`config.mk`:
```
export PLATFORM = sky130hd
export DESIGN_NAME = u111_bus_arbiter
export DESIGN_NICKNAME = d
export VERILOG_FILES = /design/src/rtl/u111_bus_arbiter.sv
export SDC_FILE = /design/constraint.sdc
export NUM_CORES = 1
export LEC_CHECK = 0
export CAP_MARGIN = 30
export CELL_PAD_IN_SITES_DETAIL_PLACEMENT = 1
export CELL_PAD_IN_SITES_GLOBAL_PLACEMENT = 1
export CORE_ASPECT_RATIO = 0.8
export CORE_UTILIZATION = 40
export DETAILED_ROUTE_END_ITERATION = 6
export GPL_TIMING_DRIVEN = 0
export PLACE_DENSITY = 0.79
export SLEW_MARGIN = 20
export SYNTH_ARGS = -nofsm -noshare
export SYNTH_HDL_FRONTEND = slang
export SYNTH_SLANG_ARGS = --single-unit
```
`constraint.sdc`:
```
create_clock -name CLK40 -period 1.8 [get_ports CLK40]
set_input_delay 0.18 -clock CLK40 [delete_from_list [all_inputs] [get_ports CLK40]]
set_output_delay 0.18 -clock CLK40 [all_outputs]
set_load 0.05 [all_outputs]
```
`src/rtl/u111_bus_arbiter.sv`:
```
// U111 local-bus arbiter: hands the 68040 bus between the CPU (default owner)
// and one DMA master, with a dead-bus turnaround on every ownership change.
module u111_bus_arbiter #(
  parameter int TURN_CYCLES = 1,
  parameter int MAX_TENURE  = 64,
  parameter int CNT_W       = 8
) (
  input  logic       CLK40,
  input  logic       RESET,
  input  logic       DMA_REQn,
  input  logic       DMA_BBn,
  input  logic       CPU_BRn,
  input  logic       CPU_BBn,
  input  logic       LOCKn,
  input  logic       LBENn,
  input  logic       RnW,
  output logic       BGn,
  output logic       DMA_GNTn,
  output logic       DMAn,
  output logic       BUFENn,
  output logic       BUFDIR,
  output logic [2:0] dbg_state_o
);

  typedef enum logic [2:0] {
    CPU_OWN  = 3'd0,
    ARB      = 3'd1,
    TURN_IN  = 3'd2,
    DMA_OWN  = 3'd3,
    REL      = 3'd4,
    TURN_OUT = 3'd5
  } state_e;

  localparam logic [2:0]       TURN_LAST  = 3'(TURN_CYCLES - 1);
  localparam logic [CNT_W-1:0] TENURE_MAX = CNT_W'(MAX_TENURE);

  state_e           state_q;
  logic [2:0]       turn_q;
  logic [CNT_W-1:0] tenure_q;
  logic             fair_q;
  logic             bgn_q;
  logic             dma_gntn_q;
  logic             dman_q;

  logic             turn_done;
  logic [CNT_W-1:0] tenure_inc;
  logic             forced_rel;

  // Request/grant protocol: a master requests with its REQ low and may drive
  // the bus only while its grant is low; it signals an unfinished cycle with BB low.
  assign turn_done  = (turn_q == TURN_LAST);
  assign tenure_inc = (&tenure_q) ? tenure_q : tenure_q + CNT_W'(1);
  // tenure_inc counts the DMA_OWN cycle now completing, so release lands after exactly MAX_TENURE cycles
  assign forced_rel = (MAX_TENURE != 0) && (tenure_inc >= TENURE_MAX) && !CPU_BRn;

  always_ff @(posedge CLK40 or posedge RESET) begin
    if (RESET) begin
      state_q    <= CPU_OWN;
      turn_q     <= 3'd0;
      tenure_q   <= '0;
      fair_q     <= 1'b0;
      bgn_q      <= 1'b0;
      dma_gntn_q <= 1'b1;
      dman_q     <= 1'b1;
    end else begin
      case (state_q)
        CPU_OWN: begin
          if (!CPU_BBn) fair_q <= 1'b0;
          if (!DMA_REQn && LOCKn && !fair_q) begin
            state_q <= ARB;
            bgn_q   <= 1'b1;
          end
        end
        ARB: begin
          if (LOCKn) begin
            if (DMA_REQn) begin
              state_q <= CPU_OWN;
              bgn_q   <= 1'b0;
            end else if (CPU_BBn) begin
              state_q <= TURN_IN;
              turn_q  <= 3'd0;
            end
          end
        end
        TURN_IN: begin
          if (turn_done) begin
            state_q    <= DMA_OWN;
            turn_q     <= 3'd0;
            tenure_q   <= '0;
            dma_gntn_q <= 1'b0;
            dman_q     <= 1'b0;
          end else begin
            turn_q <= turn_q + 3'd1;
          end
        end
        DMA_OWN: begin
          tenure_q <= tenure_inc;
          if (DMA_REQn || forced_rel) begin
            state_q    <= REL;
            tenure_q   <= '0;
            dma_gntn_q <= 1'b1;
            // Master was still requesting: make it wait for a CPU bus cycle before re-arbitrating
            fair_q     <= !DMA_REQn;
          end
        end
        REL: begin
          if (DMA_BBn) begin
            state_q <= TURN_OUT;
            turn_q  <= 3'd0;
            dman_q  <= 1'b1;
          end
        end
        TURN_OUT: begin
          if (turn_done) begin
            state_q <= CPU_OWN;
            turn_q  <= 3'd0;
            bgn_q   <= 1'b0;
          end else begin
            turn_q <= turn_q + 3'd1;
          end
        end
        default: begin
          state_q    <= CPU_OWN;
          turn_q     <= 3'd0;
          tenure_q   <= '0;
          bgn_q      <= 1'b0;
          dma_gntn_q <= 1'b1;
          dman_q     <= 1'b1;
        end
      endcase
    end
  end

  always_comb begin
    BUFENn = 1'b1;
    BUFDIR = 1'b0;
    case (state_q)
      CPU_OWN, ARB: begin
        BUFENn = ~LBENn;
        BUFDIR = RnW;
      end
      DMA_OWN, REL: begin
        BUFENn = 1'b0;
        BUFDIR = ~RnW;
      end
      default: begin
        BUFENn = 1'b1;
        BUFDIR = 1'b0;
      end
    endcase
  end

  assign BGn         = bgn_q;
  assign DMA_GNTn    = dma_gntn_q;
  assign DMAn        = dman_q;
  assign dbg_state_o = state_q;

endmodule

```
==> results of run 1 <==
critical path: stages (launching register included):
cell,delay [ns]
dfrtp_2,0.44
buf_4,0.14
clkdlybuf4s50_1,0.79
repair_timing:
item                                    CTS  global route
gates resized for setup                  28            16
buffers inserted                          1             6
pin swaps                                 3             7
endpoints found under the setup margin    6            17
kinds of logic after synthesis:
kind of cell,count (synthesis)
AO/OA/AOI/OAI,53
adder cells (fa/ha/maj),3
buffers and inverters,11
flip-flops,18
multiplexers,1
AND/OR/NAND/NOR,53
cell type report:
| cell class | instances | area, um^2 | share of cell area (%) |
|---|---|---|---|
| Inverter | 6 | 22.5 | 1.38 |
| Multi-Input combinational cell | 110 | 769 | 47.2 |
| Tap cell | 38 | 47.5 | 2.91 |
| Buffer | 5 | 60.1 | 3.68 |
| Sequential cell | 18 | 457 | 28.0 |
| Clock buffer | 4 | 55.1 | 3.37 |
| Timing Repair Buffer | 23 | 220 | 13.5 |
where the power goes:
part	internal (mW)	switching [mW]	total (mW)
clock	0.195	0.159	0.355
sequential	0.495	0.100	0.596
combinational	0.565	0.889	1.45
stage by stage:
stage | setup TNS (ns) | instances | power, mW | hold slack [ns]
6_report | -0.0376 | 204 | 2.40 | 0.322
5_1_grt | -0.665 | 204 | 2.52 | 0.386
4_1_cts | 0 | 198 | 2.24 | 0.358
3_5_place_dp | -1.52 | 193 | 1.79 | 0.494
3_3_place_gp | -1.28 | 193 | 1.74 | 0.502
2_1_floorplan | 0 | 139 | 1.43 | 0.117
cells in the final DEF (no fill, tap or decap), types with 5 or more instances in the layout:
cell type and instances:
a21oi_1 17, buf_4 8, clkbuf_8 7, clkdlybuf4s50_1 12
dfrtp_1 13, inv_1 6, nand2_1 7, nand3_1 5
nor2_1 13, o21ai_0 13
worst max path at each step:
stage / start / to / slack [ns] / cells past startpoint
after floorplan: dbg_state_o[0]$_DFFE_PP0P_ / BUFDIR / 0.0002 / 5
after global placement: dbg_state_o[1]$_DFFE_PP0P_ / BUFDIR / -0.63 / 6
after detailed placement: dbg_state_o[1]$_DFFE_PP0P_ / BUFDIR / -0.67 / 6
after CTS: dbg_state_o[2]$_DFFE_PP0P_ / BUFENn / 0.003 / 4
after global routing: tenure_q[1]$_DFFE_PP0P_ / tenure_q[1]$_DFFE_PP0P_ / -0.09 / 6
final: dbg_state_o[1]$_DFFE_PP0P_ / dbg_state_o[1] / -0.03 / 2
flip-flops by register name (all words and copies together), names as in the netlist:
register,cells
tenure_q,8
dbg_state_o,3
turn_q,3
BGn,1
DMA_GNTn,1
DMAn,1
fair_q,1
layer usage:
metal  vias up  global-route usage, %
met4         0                   3.88
li1        572                      -
met3        11                   5.23
met1       634                   30.7
met5         -                      0
met2        48                   41.7
==> impl_metrics.csv, run 1 <==
group,metric,value,unit
outcome,status,"finished with violations",
outcome,violations,"setup timing",
die,row_count,17,
logic_synthesis,syn_inst,139,
drt,firstDrtPassIters,4,
global_route,grt_max_degree,19,
timing,finalCritPeriodShare,102,%
die,ios,17,
final_layout,final_cell_area,1630,um^2
timing,tightest_slew,0.721,ns
drt,via_per_inst,6.20,
logic_synthesis,synthSimpleGateAreaFrac,25.2,%
final_layout,area_delta_synth_final,37.8,%
die,initial_utilization,42.5,%
place,dpl-instance-area,1420,um^2
logic_synthesis,synthMuxAreaShare,0.846,%
critical_path,r2r-start,"tenure_q[1]$_DFFE_PP0P_",
global_route,antenna_found_initial,0,
place,routabilityCongestion,0.879,
logic_synthesis,ys_types,42,
clock_tree,clockBufferDepth,2,
drt,wl_met3,228,um
critical_path,required,1.62,ns
clock_tree,clk_latency,0.28,ns
timing,report.final.slew_viol_count,0,
logic_synthesis,synth_edf_count,0,
logic_synthesis,synth_top_family_by_area,"compound AO/OA/AOI/OAI gates",
clock_tree,cts-buffers-inserted,3,
drt,route.vias.total,1265,
clock_tree,tritoncts,"built",
critical_path,critPathKind,"reg2out",
logic_synthesis,synthMostInstantiatedCell,"a21oi_1",
place,pre_cts_slack,-0.673,ns
logic_synthesis,synth_flop_cell,"dfrtp_1",
critical_path,reg2reg_slack,0.02,ns
final_layout,fin_nets,179,
timing,finalSetupViolations,2,
critical_path,cp.arrival,1.65,ns
clock_tree,htreeDepth,1,
global_route,grt_pass1_wl,5770,um
logic_synthesis,yosys_warnings,0,
timing,hold_viol,0,
logic_synthesis,async_flop_share,100,%
critical_path,r2r-end,"tenure_q[1]$_DFFE_PP0P_",
global_route,overflow,0,
final_layout,fin_util,58.6,%
place,numPortBuffers,16,
logic_synthesis,ys_seq_elements,18,
pwr,irDropWorstVdd,0.000802,V
final_layout,drive_above_1_share,25.3,%
logic_synthesis,synth_area,1180,um^2
logic_synthesis,yosysSeqAreaShare,38.3,%
worst_hold_path,hp-class,"in2async",
die,coreArea,2790,um^2
logic_synthesis,synth.area.top_cells,"dfrtp_1 (34%), a21oi_1 (8.0%), o21ai_0 (5.9%), dfstp_2 (4.4%), nor2_1 (4.4%)",
logic_synthesis,avgSynthCellArea,8.52,um^2
drt,drc,0,
die,die_h,50.7,um
drt,route.met2.wl,2190,um
timing,fin_worst_skew,0.0177,ns
logic_synthesis,synth_common_cells,"a21oi_1 (19), dfrtp_1 (16), nor2_1 (14), o21ai_0 (14), nand2_1 (7)",
final_layout,diodes,0,
logic_synthesis,synth_nets,151,
logic_synthesis,synth_top_area_share,33.8,%
logic_synthesis,synth-adder-area-share,3.17,%
drt,wire_per_inst,21.0,um
drt,routed.top_layer,"met4",
timing,timing.final.ws_setup,-0.0282,ns
clock_tree,postCtsHoldBufs,0,
timing,fin_crit,1.83,ns
job,cap_violations,0,
drt,drtIter0Drc,103,
timing,rsz0062_at_grt,"true",
timing,fmax,547,MHz
critical_path,worstPathMaxFanout,6,
drt,wl_met1,1760,um
drt,detail-route-antenna-nets,0,
critical_path,end_kind,"output pin",
die,die_area,3180,um^2
die,die-width,62.8,um
drt,wirelength,4280,um
pwr,power.leakage,0.707,nW
pwr,power-per-cell-area,1470,nW/um^2
timing,relSlewSlack,51.9,%
global_route,grt_pass1_vias,1180,
clock_tree,cts_sinks,18,
clock_tree,cts-root-buf,"clkbuf_8",
critical_path,startpoint_type,"flip-flop",
logic_synthesis,synth_xor_xnor_area_share,0,%
final_layout,fill_cells,330,
place,dp_hpwl,2480,um
clock_tree,clk_pin_slew,0.08,ns
global_route,track_usage,23.9,%
logic_synthesis,synth_compound_area_share,29.1,%
logic_synthesis,synth_top_area_cell,"dfrtp_1",
critical_path,reg2reg_depth,6,
No activity file was read; power rests on OpenSTA's default activity.
==> run 2: changes to the inputs <==
--- a/config.mk
+++ b/config.mk
@@ -9,10 +9,10 @@
 export CELL_PAD_IN_SITES_DETAIL_PLACEMENT = 1
 export CELL_PAD_IN_SITES_GLOBAL_PLACEMENT = 1
 export CORE_ASPECT_RATIO = 0.8
-export CORE_UTILIZATION = 40
+export CORE_UTILIZATION = 36
 export DETAILED_ROUTE_END_ITERATION = 6
 export GPL_TIMING_DRIVEN = 0
-export PLACE_DENSITY = 0.79
+export PLACE_DENSITY = 0.75
 export SLEW_MARGIN = 20
 export SYNTH_ARGS = -nofsm -noshare
 export SYNTH_HDL_FRONTEND = slang
==> constraint.sdc (replaced) <==
create_clock -name CLK40 -period 1.45 [get_ports CLK40]
set_input_delay 0.145 -clock CLK40 [delete_from_list [all_inputs] [get_ports CLK40]]
set_output_delay 0.145 -clock CLK40 [all_outputs]
set_load 0.05 [all_outputs]
==> impl_metrics.csv, run 2 (synthesis results as in run 1) <==
group,metric,value,unit
final_layout,final_cell_area,2070,um^2
job,cap_violations,0,
timing,report.final.slew_viol_count,0,
die,die_area,3520,um^2
timing,finalCritPeriodShare,125,%
die,die_h,53.3,um
final_layout,diodes,0,
global_route,track_usage,25.2,%
die,coreArea,3110,um^2
die,initial_utilization,38.1,%
drt,wire_per_inst,24.7,um
critical_path,reg2reg_depth,6,
drt,drtIter0Drc,111,
pwr,power.leakage,0.922,nW
drt,via_per_inst,6.10,
global_route,antenna_found_initial,0,
place,routabilityCongestion,0.824,
drt,wirelength,5830,um
clock_tree,tritoncts,"built",
global_route,grt_max_degree,19,
global_route,overflow,0,
timing,fmax,554,MHz
timing,tightest_slew,0.740,ns
die,ios,17,
timing,fin_worst_skew,0.00829,ns
critical_path,r2r-start,"tenure_q[1]$_DFFE_PP0P_",
critical_path,required,1.60,ns
clock_tree,cts-buffers-inserted,3,
final_layout,fin_nets,209,
outcome,violations,"setup timing",
place,numPortBuffers,16,
drt,detail-route-antenna-nets,0,
clock_tree,cts_sinks,18,
outcome,status,"finished with violations",
final_layout,regMostFlops,"tenure_q",
timing,relSlewSlack,50.6,%
final_layout,most-common-layout-cells,"buf_4 (29), dfrtp_1 (13), nor2_1 (13), a21oi_1 (13), buf_6 (8)",
timing,finalSetupViolations,20,
place,dp_hpwl,2470,um
clock_tree,cts-root-buf,"clkbuf_8",
clock_tree,clockBufferDepth,2,
drt,route.vias.total,1440,
critical_path,crit_start,"tenure_q[1]$_DFFE_PP0P_",
final_layout,largest_register_ffs,8,
final_layout,fin_cells,236,
critical_path,worstPathMaxFanout,4,
critical_path,cp.arrival,1.95,ns
final_layout,regArea,457,um^2
critical_path,end_kind,"flip-flop",
final_layout,multi_input_area,903,um^2
clock_tree,postCtsHoldBufs,0,
die,die-width,66.1,um
drt,drc,0,
pwr,power-per-cell-area,1950,nW/um^2
worst_hold_path,hp-class,"in2async",
critical_path,critPathKind,"reg2reg",
timing,hold_viol,0,
place,dpl-instance-area,1510,um^2
timing,fin_crit,1.81,ns
final_layout,layout_commonest_cell,"buf_4",
clock_tree,htreeDepth,1,
final_layout,fill_cells,322,
timing,timing.final.ws_setup,-0.356,ns
place,pre_cts_slack,-0.700,ns
final_layout,drive_above_1_share,48.5,%
timing,rsz0062_at_grt,"true",
critical_path,r2r-end,"tenure_q[1]$_DFFE_PP0P_",
critical_path,startpoint_type,"flip-flop",
global_route,grt_pass1_wl,6470,um
die,row_count,18,
pwr,irDropWorstVdd,0.00102,V
place,numPlacedInstances,195,
critical_path,reg2reg_slack,-0.36,ns
drt,firstDrtPassIters,4,
final_layout,area_delta_synth_final,74.8,%
clock_tree,clk_latency,0.26,ns
clock_tree,clk_pin_slew,0.08,ns
global_route,grt_pass1_vias,1305,
## run 2: how the worst max path moves through the flow
| stage | end | slack [ns] | depth (start not counted) |
|---|---|---|---|
| 6_report | tenure_q[1]$_DFFE_PP0P_ | -0.36 | 6 |
| 5_1_grt | tenure_q[1]$_DFFE_PP0P_ | -0.44 | 6 |
| 4_1_cts | dbg_state_o[1]$_DFFE_PP0P_ | -0.21 | 6 |
| 3_5_place_dp | BUFDIR | -0.70 | 6 |
| 3_3_place_gp | BUFDIR | -0.65 | 6 |
| 2_1_floorplan | BUFENn | -0.15 | 3 |
## run 2: cell type report
class                   instances  area share [%]
flip-flops and latches         18            22.1
multi-input cells             110            43.7
plain buffers                   5            5.08
well taps                      40            2.42
clock buffers                   4            2.66
repair buffers                 53            22.9
inverters                       6            1.27
## run 2: routing by layer
| metal | track usage [%] | vias to the layer above | wire length [um] |
|---|---|---|---|
| met3 | 4.96 | 14 | 224 |
| met1 | 33.8 | 744 | 2710 |
| li1 | - | 635 | - |
| met5 | 0 | - | 0 |
| met4 | 5.32 | 0 | 147 |
| met2 | 42.0 | 47 | 2760 |
## run 2: metrics by stage
step	total power, mW	TNS (ns)	hold WS [ns]	util (%)
3_5_place_dp	2.39	-5.10	0.520	48.4
3_3_place_gp	2.35	-4.55	0.509	48.4
4_1_cts	3.22	-2.44	0.327	57.3
2_1_floorplan	1.94	-0.792	0.0819	-
5_1_grt	4.17	-5.83	0.363	66.6
6_report	4.03	-4.55	0.307	66.6
## run 2: worst max-delay path, stage by stage, from the launching register on
cell	delay, ns
dfrtp_1	0.40
ha_4	0.18
nand4_1	0.18
o311ai_2	0.39
nand2_2	0.14
buf_4	0.16
a32o_2	0.25
## run 2: repair_timing
action | CTS | global route
buffers inserted | 19 | 18
setup endpoints to repair | 22 | 22
pin swaps | 11 | 13
resized for setup | 40 | 40
## run 2: where the power goes
part	switching, mW	internal (mW)
Sequential	0.132	0.615
Clock	0.182	0.242
Combinational	1.54	1.32
Total	1.86	2.17
